--- src/rtl/reaction_ctrl.sv ---
// Trial sequencer for the reaction timer: random foreperiod, GO light, response
// capture and best-time tracking on top of the external time_count block.
module reaction_ctrl #(
  parameter int          MIN_WAIT_MS = 1000,
  parameter int          RAND_BITS   = 11,
  parameter logic [15:0] LFSR_SEED   = 16'hACE1
) (
  input  logic       clk,
  input  logic       rst,
  input  logic       start_btn,
  input  logic       stop_btn,
  input  logic       tick_1ms,
  input  logic [3:0] d0,
  input  logic [3:0] d1,
  input  logic [3:0] d2,
  input  logic [3:0] d3,
  input  logic       time_late,
  output logic       time_clr,
  output logic       time_en,
  output logic       led_go,
  output logic [2:0] state,
  output logic [3:0] b0,
  output logic [3:0] b1,
  output logic [3:0] b2,
  output logic [3:0] b3,
  output logic       new_best
);

  localparam int WAIT_W = $clog2(MIN_WAIT_MS + (1 << RAND_BITS));

  typedef enum logic [2:0] {
    S_IDLE  = 3'd0,
    S_WAIT  = 3'd1,
    S_GO    = 3'd2,
    S_DONE  = 3'd3,
    S_EARLY = 3'd4,
    S_LATE  = 3'd5
  } state_e;

  state_e            state_q, state_d;
  logic [WAIT_W-1:0] wait_q, wait_d;
  logic [15:0]       lfsr_q, lfsr_d;
  logic [15:0]       best_q, best_d;
  logic              start_q, stop_q;
  logic              first_done_q, first_done_d;
  logic              new_best_q, new_best_d;
  logic              start_rise, stop_rise;
  logic [WAIT_W-1:0] wait_load;
  logic [15:0]       cur_time;

  assign start_rise = start_btn & ~start_q;
  assign stop_rise  = stop_btn & ~stop_q;
  assign wait_load  = WAIT_W'(MIN_WAIT_MS) + WAIT_W'(lfsr_q[RAND_BITS-1:0]);
  // Packed BCD compares in numeric order as long as every digit is valid.
  assign cur_time   = {d3, d2, d1, d0};

  always_comb begin
    state_d      = state_q;
    wait_d       = wait_q;
    lfsr_d       = {lfsr_q[14:0], lfsr_q[15] ^ lfsr_q[13] ^ lfsr_q[12] ^ lfsr_q[10]};
    best_d       = best_q;
    new_best_d   = 1'b0;
    first_done_d = 1'b0;

    if (first_done_q && (cur_time < best_q)) begin
      best_d     = cur_time;
      new_best_d = 1'b1;
    end

    case (state_q)
      S_IDLE: begin
        if (start_rise) begin
          state_d = S_WAIT;
          wait_d  = wait_load;
        end
      end
      S_WAIT: begin
        // An early press wins over expiry on the same edge.
        if (stop_rise) begin
          state_d = S_EARLY;
        end else if (tick_1ms) begin
          wait_d = wait_q - WAIT_W'(1);
          if (wait_q == WAIT_W'(1)) state_d = S_GO;
        end
      end
      S_GO: begin
        if (time_late) begin
          state_d = S_LATE;
        end else if (stop_rise) begin
          state_d      = S_DONE;
          first_done_d = 1'b1;
        end
      end
      S_DONE, S_EARLY, S_LATE: begin
        if (start_rise) begin
          state_d = S_WAIT;
          wait_d  = wait_load;
        end
      end
      default: state_d = S_IDLE;
    endcase
  end

  always_ff @(posedge clk) begin
    if (rst) begin
      state_q      <= S_IDLE;
      wait_q       <= '0;
      lfsr_q       <= LFSR_SEED;
      best_q       <= 16'h9999;
      start_q      <= 1'b0;
      stop_q       <= 1'b0;
      first_done_q <= 1'b0;
      new_best_q   <= 1'b0;
    end else begin
      state_q      <= state_d;
      wait_q       <= wait_d;
      lfsr_q       <= lfsr_d;
      best_q       <= best_d;
      start_q      <= start_btn;
      stop_q       <= stop_btn;
      first_done_q <= first_done_d;
      new_best_q   <= new_best_d;
    end
  end

  assign state    = state_q;
  assign time_clr = (state_q == S_IDLE) || (state_q == S_WAIT);
  assign time_en  = (state_q == S_GO);
  assign led_go   = (state_q == S_GO);
  assign new_best = new_best_q;
  assign b3       = best_q[15:12];
  assign b2       = best_q[11:8];
  assign b1       = best_q[7:4];
  assign b0       = best_q[3:0];

endmodule
--- config.mk ---
export PLATFORM = sky130hd
export DESIGN_NAME = reaction_ctrl
export DESIGN_NICKNAME = d
export VERILOG_FILES = /design/src/rtl/reaction_ctrl.sv
export SDC_FILE = /design/constraint.sdc
export NUM_CORES = 1
export LEC_CHECK = 0
export CORE_ASPECT_RATIO = 1.4
export CORE_MARGIN = 5
export CORE_UTILIZATION = 55
export CTS_CLUSTER_SIZE = 8
export DETAILED_ROUTE_END_ITERATION = 8
export HOLD_SLACK_MARGIN = 0.15
export PLACE_DENSITY = 0.82
export REMOVE_ABC_BUFFERS = 1
export SYNTH_ARGS = -nofsm -noshare
export SYNTH_HDL_FRONTEND = slang
export SYNTH_SLANG_ARGS = --single-unit
--- constraint.sdc ---
create_clock -name clk -period 6.73 [get_ports clk]
set_input_delay 1.346 -clock clk [delete_from_list [all_inputs] [get_ports clk]]
set_output_delay 1.346 -clock clk [all_outputs]
set_load 0.03 [all_outputs]
# After elaboration in Yosys (flattened, before gate mapping)

Cells that the tools add are included.

Memories: 0
Output and inout port bits: 23
Latch bits: 0
Logic and storage cells: 52
Bits in registers: 51
Input port bits: 22
Bits in read-only memories: 0
RAM bits: 0

Shift-type cells: 0
Reductions and logical operators: 8
Equality and inequality tests: 12
Multipliers: 0
Div/mod/pow operators: 0
Add/sub/neg operators: 2
Bitwise operators: 8
Muxes and demuxes: 13
Order comparisons: 1

Operator list:

| kind                   | number |
|---|---|
| $mux 12                | 3 |
| $pmux 12 s2            | 1 |
| $mux 3                 | 6 |
| $lt 16x16->1           | 1 |
| $add 10x11->12 const A | 1 |
| $eq 12x1->1 const B    | 1 |
| $sub 12x1->12 const B  | 1 |
| $pmux 3 s3             | 1 |
| $reduce_and 4->1       | 2 |
| $eq 3x2->1 const B     | 2 |
| $eq 3x3->1 const B     | 2 |
| $ne 3x3->1 const B     | 2 |
| $ne 2x2->1 const B     | 2 |
| $reduce_or 4->1        | 1 |
| $eq 3x1->1 const B     | 1 |
| $logic_not 3->1        | 1 |
| $ne 3x2->1 const B     | 1 |
| $not 1->1              | 3 |
| $reduce_or 3->1        | 1 |
| $xor 1x1->1            | 3 |
| $and 1x1->1            | 2 |
| $mux 1                 | 2 |
| $ne 2x1->1 const B     | 1 |
| $reduce_bool 2->1      | 1 |
| 2 further kinds        | 2 |

# Longest topological paths before layout

Depth after elaboration: 5
Mapped depth: 9
Mapped depth without buffers: 7

# Worst setup path before layout

OpenSTA, ideal clock, no wires.

Path kind: reg2out
From: register state_q[1] (netlist: state[1])
To: output port time_en
Path slack: 3611 ps
Data arrival time: 1773 ps
Path buffers: 1
Required time: 5384 ps
Cell stages (with the launch flop): 4
Cell sequence: dfxtp_1 > inv_2 > nor3_1 > buf_4

Longest elaborated chain between the ends: 1

RTL lines:

| item                   | line | source |
|---|---|---|
| start, declared        | 40   | `state_e state_q, state_d;` |
| start signal, assigned | 115  | `state_q <= state_d;` |
| $eq 3x2->1             | -    |  |
| end, declared          | 19   | `output logic time_en,` |

Every way passes these cells.

# Worst setup path after layout

From: input port d3[3]
To: register new_best_q (netlist: new_best)

Longest elaborated chain between the ends: 3

RTL lines:

| item                 | line | source |
|---|---|---|
| start, declared      | 16   | `input logic [3:0] d3,` |
| $lt 16x16->1         | 65   | `if (first_done_q && (cur_time < best_q)) begin` |
| $logic_and 1x1->1    | 65   |  |
| $mux 1               | 65   |  |
| end signal, assigned | 122  | `new_best_q <= new_best_d;` |
| end, declared        | 46   | `logic new_best_q, new_best_d;` |

Every way passes these cells.
A chain may end at the register's enable or synchronous reset.

==> results.cfg <==
[critical_path]
crit_type = primary input to register
r2r_setup_slack_ps = 4180
crit_required_ps = 6940
crit_path_end_kind = register
critPathLaunchType = primary input
crit_fanout = 25
r2r_end = new_best
timing.rr.start = best_q[11]
crit_arrival_ps = 3880
r2r_cells = 7

[floorplanning]
dieHeight_um = 92.8
die_x_um = 69.2
core-area_um2 = 4800
dieArea_um2 = 6420
start_util_pct = 56.1
io_pins = 45
num_rows = 30

[synthesis]
synthXorXnorAreaFrac_pct = 3.25
ys_seq_elements = 51
ys.flop_type = dfxtp_1
synth_area_leader_cell = dfxtp_1
synth_top_family_by_area = simple AND/OR/NAND/NOR gates
synth_simple_gate_area_share_pct = 22.0
synthTopCellsByCount = 51 x dfxtp_1, 29 x a21oi_1, 24 x nor2_1
async_flop_share_pct = 0
synthTopCellsByArea = dfxtp_1 38%, ha_1 8.4%, a21oi_1 5.4%
synth_fa_ha_area_share_pct = 8.35
synthCells = 315
yosysMostFrequentCell = dfxtp_1
synth_top_area_share_pct = 37.9
synth_compound_area_share_pct = 21.5
synth-edff-count = 0
yosysSeqAreaShare_pct = 37.9
synth_mux_area_share_pct = 0.371
avgSynthCellArea_um2 = 8.56
ys_warn_count = 0
synth.distinct_cells = 53
netlist_area_um2 = 2700

[sta]
maxSlewHeadroom_pct = 43.3
worstMarginPinSlew_ps = 844
tns_ps = 0
rsz0062_at_grt = no
slew_violations = 0
fin_worst_skew_ps = 11.2
final-hold-violation-count = 0
finalSetupViolations = 0
period_share_pct = 54.5
fmax_mhz = 273
fin_crit_ps = 3670

[detailed_routing]
first_iter_violations = 163
dr.pass1.iters = 4
drt-wirelength-per-cell_um = 14.3
drt-total-wl_mm = 5.89
post-route-drc-count = 0
ant_nets = 0
num_vias = 2359
avgViaCountPerCell = 5.73

[clock_tree]
cts_inserted_buffers = 5
insertion_delay_ps = 300
post_cts_buffers = 0
cts_hold_buf = 0
cts_max_path_buffers = 2
htreeDepth = 2
cts-resized-gates = 0
tritoncts = done
root_buffer = clkbuf_8
clk_pin_slew_ps = 90
cts.sinks = 51

[placement]
dp_cells = 405
dp_hpwl_mm = 4.30
place_congestion = 0.834
port_buffers = 44

[power]
leakage_nw = 1.27
power.density_nw_per_um2 = 355
ir_drop_v = 0.000298

[job]
maxCapViolCount = 0

[global_routing]
grt_pass1_vias = 2210
grt_max_degree = 39
grt_pass1_wl_mm = 9.89
antenna_found_initial = 0
grt_usage_pct = 18.4
gr-total-overflow = 0

[worst_hold_path]
whs_path_depth = 1
hold_class = register to register
min_to = lfsr_q[15]
min_from = lfsr_q[14]

[finish]
fin_cells = 412
multi_input_area_um2 = 1500
final_nets = 388
drive_gt1_share_pct = 8.62
seq_area_um2 = 1020
fillerInstances = 412
synthToLayoutAreaGrowth_pct = 20.6
diodes = 0

[outcome]
status = complete, no violations
[stage by stage]
| stage | util [%] | area, um^2 | worst slack, ps | hold slack (ps) | total power, W |
|---|---|---|---|---|---|
| after floorplan | - | 2600 | 3280 | 389 | 0.000798 |
| after global placement | 65.5 | 3150 | 2820 | 401 | 0.000938 |
| after detailed placement | 65.5 | 3150 | 2770 | 402 | 0.000950 |
| after CTS | 67.7 | 3250 | 3100 | 431 | 0.00116 |
| after global routing | 67.7 | 3250 | 2950 | 451 | 0.00123 |
| final | 67.7 | 3250 | 3060 | 425 | 0.00115 |
[sequential cells by signal, summed over array words and instances, names as in the netlist]
register,cells
lfsr_q,16
start_q,1
new_best,1
best_q,16
state,3
first_done_q,1
stop_q,1
wait_q,12
[cell type report]
| class | instances | area share (%) |
|---|---|---|
| Tap cell | 64 | 2.46 |
| Inverter | 23 | 2.65 |
| Sequential cell | 51 | 31.4 |
| Clock inverter | 2 | 1.15 |
| Timing Repair Buffer | 47 | 14.2 |
| Multi-Input combinational cell | 220 | 46.0 |
| Clock buffer | 5 | 2.12 |
[per-layer routing]
metal | vias to the layer above | part of all wire, % | GRT usage, %
li1 | 1194 | - | -
met1 | 1103 | 42 | 19.9
met2 | 54 | 52 | 34.0
met3 | 8 | 4.5 | 4.45
met4 | 0 | 1.9 | 7.49
met5 | - | 0 | 0
[power by group]
group	leakage (nW)	internal, W	switching [W]	total, W
logic	0.802	0.000227	0.000316	0.000543
clock network	0.0502	0.000109	0.0000989	0.000208
registers	0.419	0.000350	0.0000522	0.000403
[how the worst max path moves through the flow]
| stage | start | endpoint | slack (ps) | cells after the start |
|---|---|---|---|---|
| 2_1_floorplan | d3[1] | best_q[0] | 3280 | 6 |
| 3_3_place_gp | d3[3] | new_best | 2820 | 7 |
| 3_5_place_dp | d3[3] | new_best | 2770 | 7 |
| 4_1_cts | d3[3] | new_best | 3100 | 7 |
| 5_1_grt | d3[3] | best_q[12] | 2950 | 7 |
| 6_report | d3[3] | new_best | 3060 | 7 |
[critical path, cell delays in order]
cell             delay [ps]
clkdlybuf4s50_1         450
ha_1                    330
nand4_1                 140
or3_1                   390
a221o_1                 590
and3_1                  430
and2_1                  200
[cells in the final DEF, fill, tap and decap left out, types with 2 or more instances in the layout]
| cell | count |
|---|---|
| a211oi_1 | 4 |
| a21oi_1 | 29 |
| a221oi_1 | 2 |
| a31o_1 | 8 |
| and2_1 | 4 |
| and3_1 | 4 |
| buf_4 | 3 |
| clkbuf_8 | 5 |
| clkdlybuf4s50_1 | 44 |
| dfxtp_1 | 51 |
| ha_1 | 18 |
| inv_1 | 22 |
| nand2_1 | 7 |
| nand4_1 | 19 |
| nor2_1 | 24 |
| nor2b_1 | 10 |
| nor3_1 | 11 |
| nor3b_1 | 2 |
| nor4_1 | 2 |
| o211ai_1 | 10 |
| o21ai_0 | 18 |
| o21ai_1 | 3 |
| or2_2 | 8 |
| or3_1 | 2 |
| xnor2_1 | 5 |
| xor2_1 | 5 |
[cell families after synthesis]
group	after synthesis
adders and majority gates	18
and+or+nand+nor	103
xor gates and xnor gates	10
AOI/OAI and AO/OA	88
DFF	51
buffers and inverters	44
muxes	1
Power figures use the tool's default switching activity.
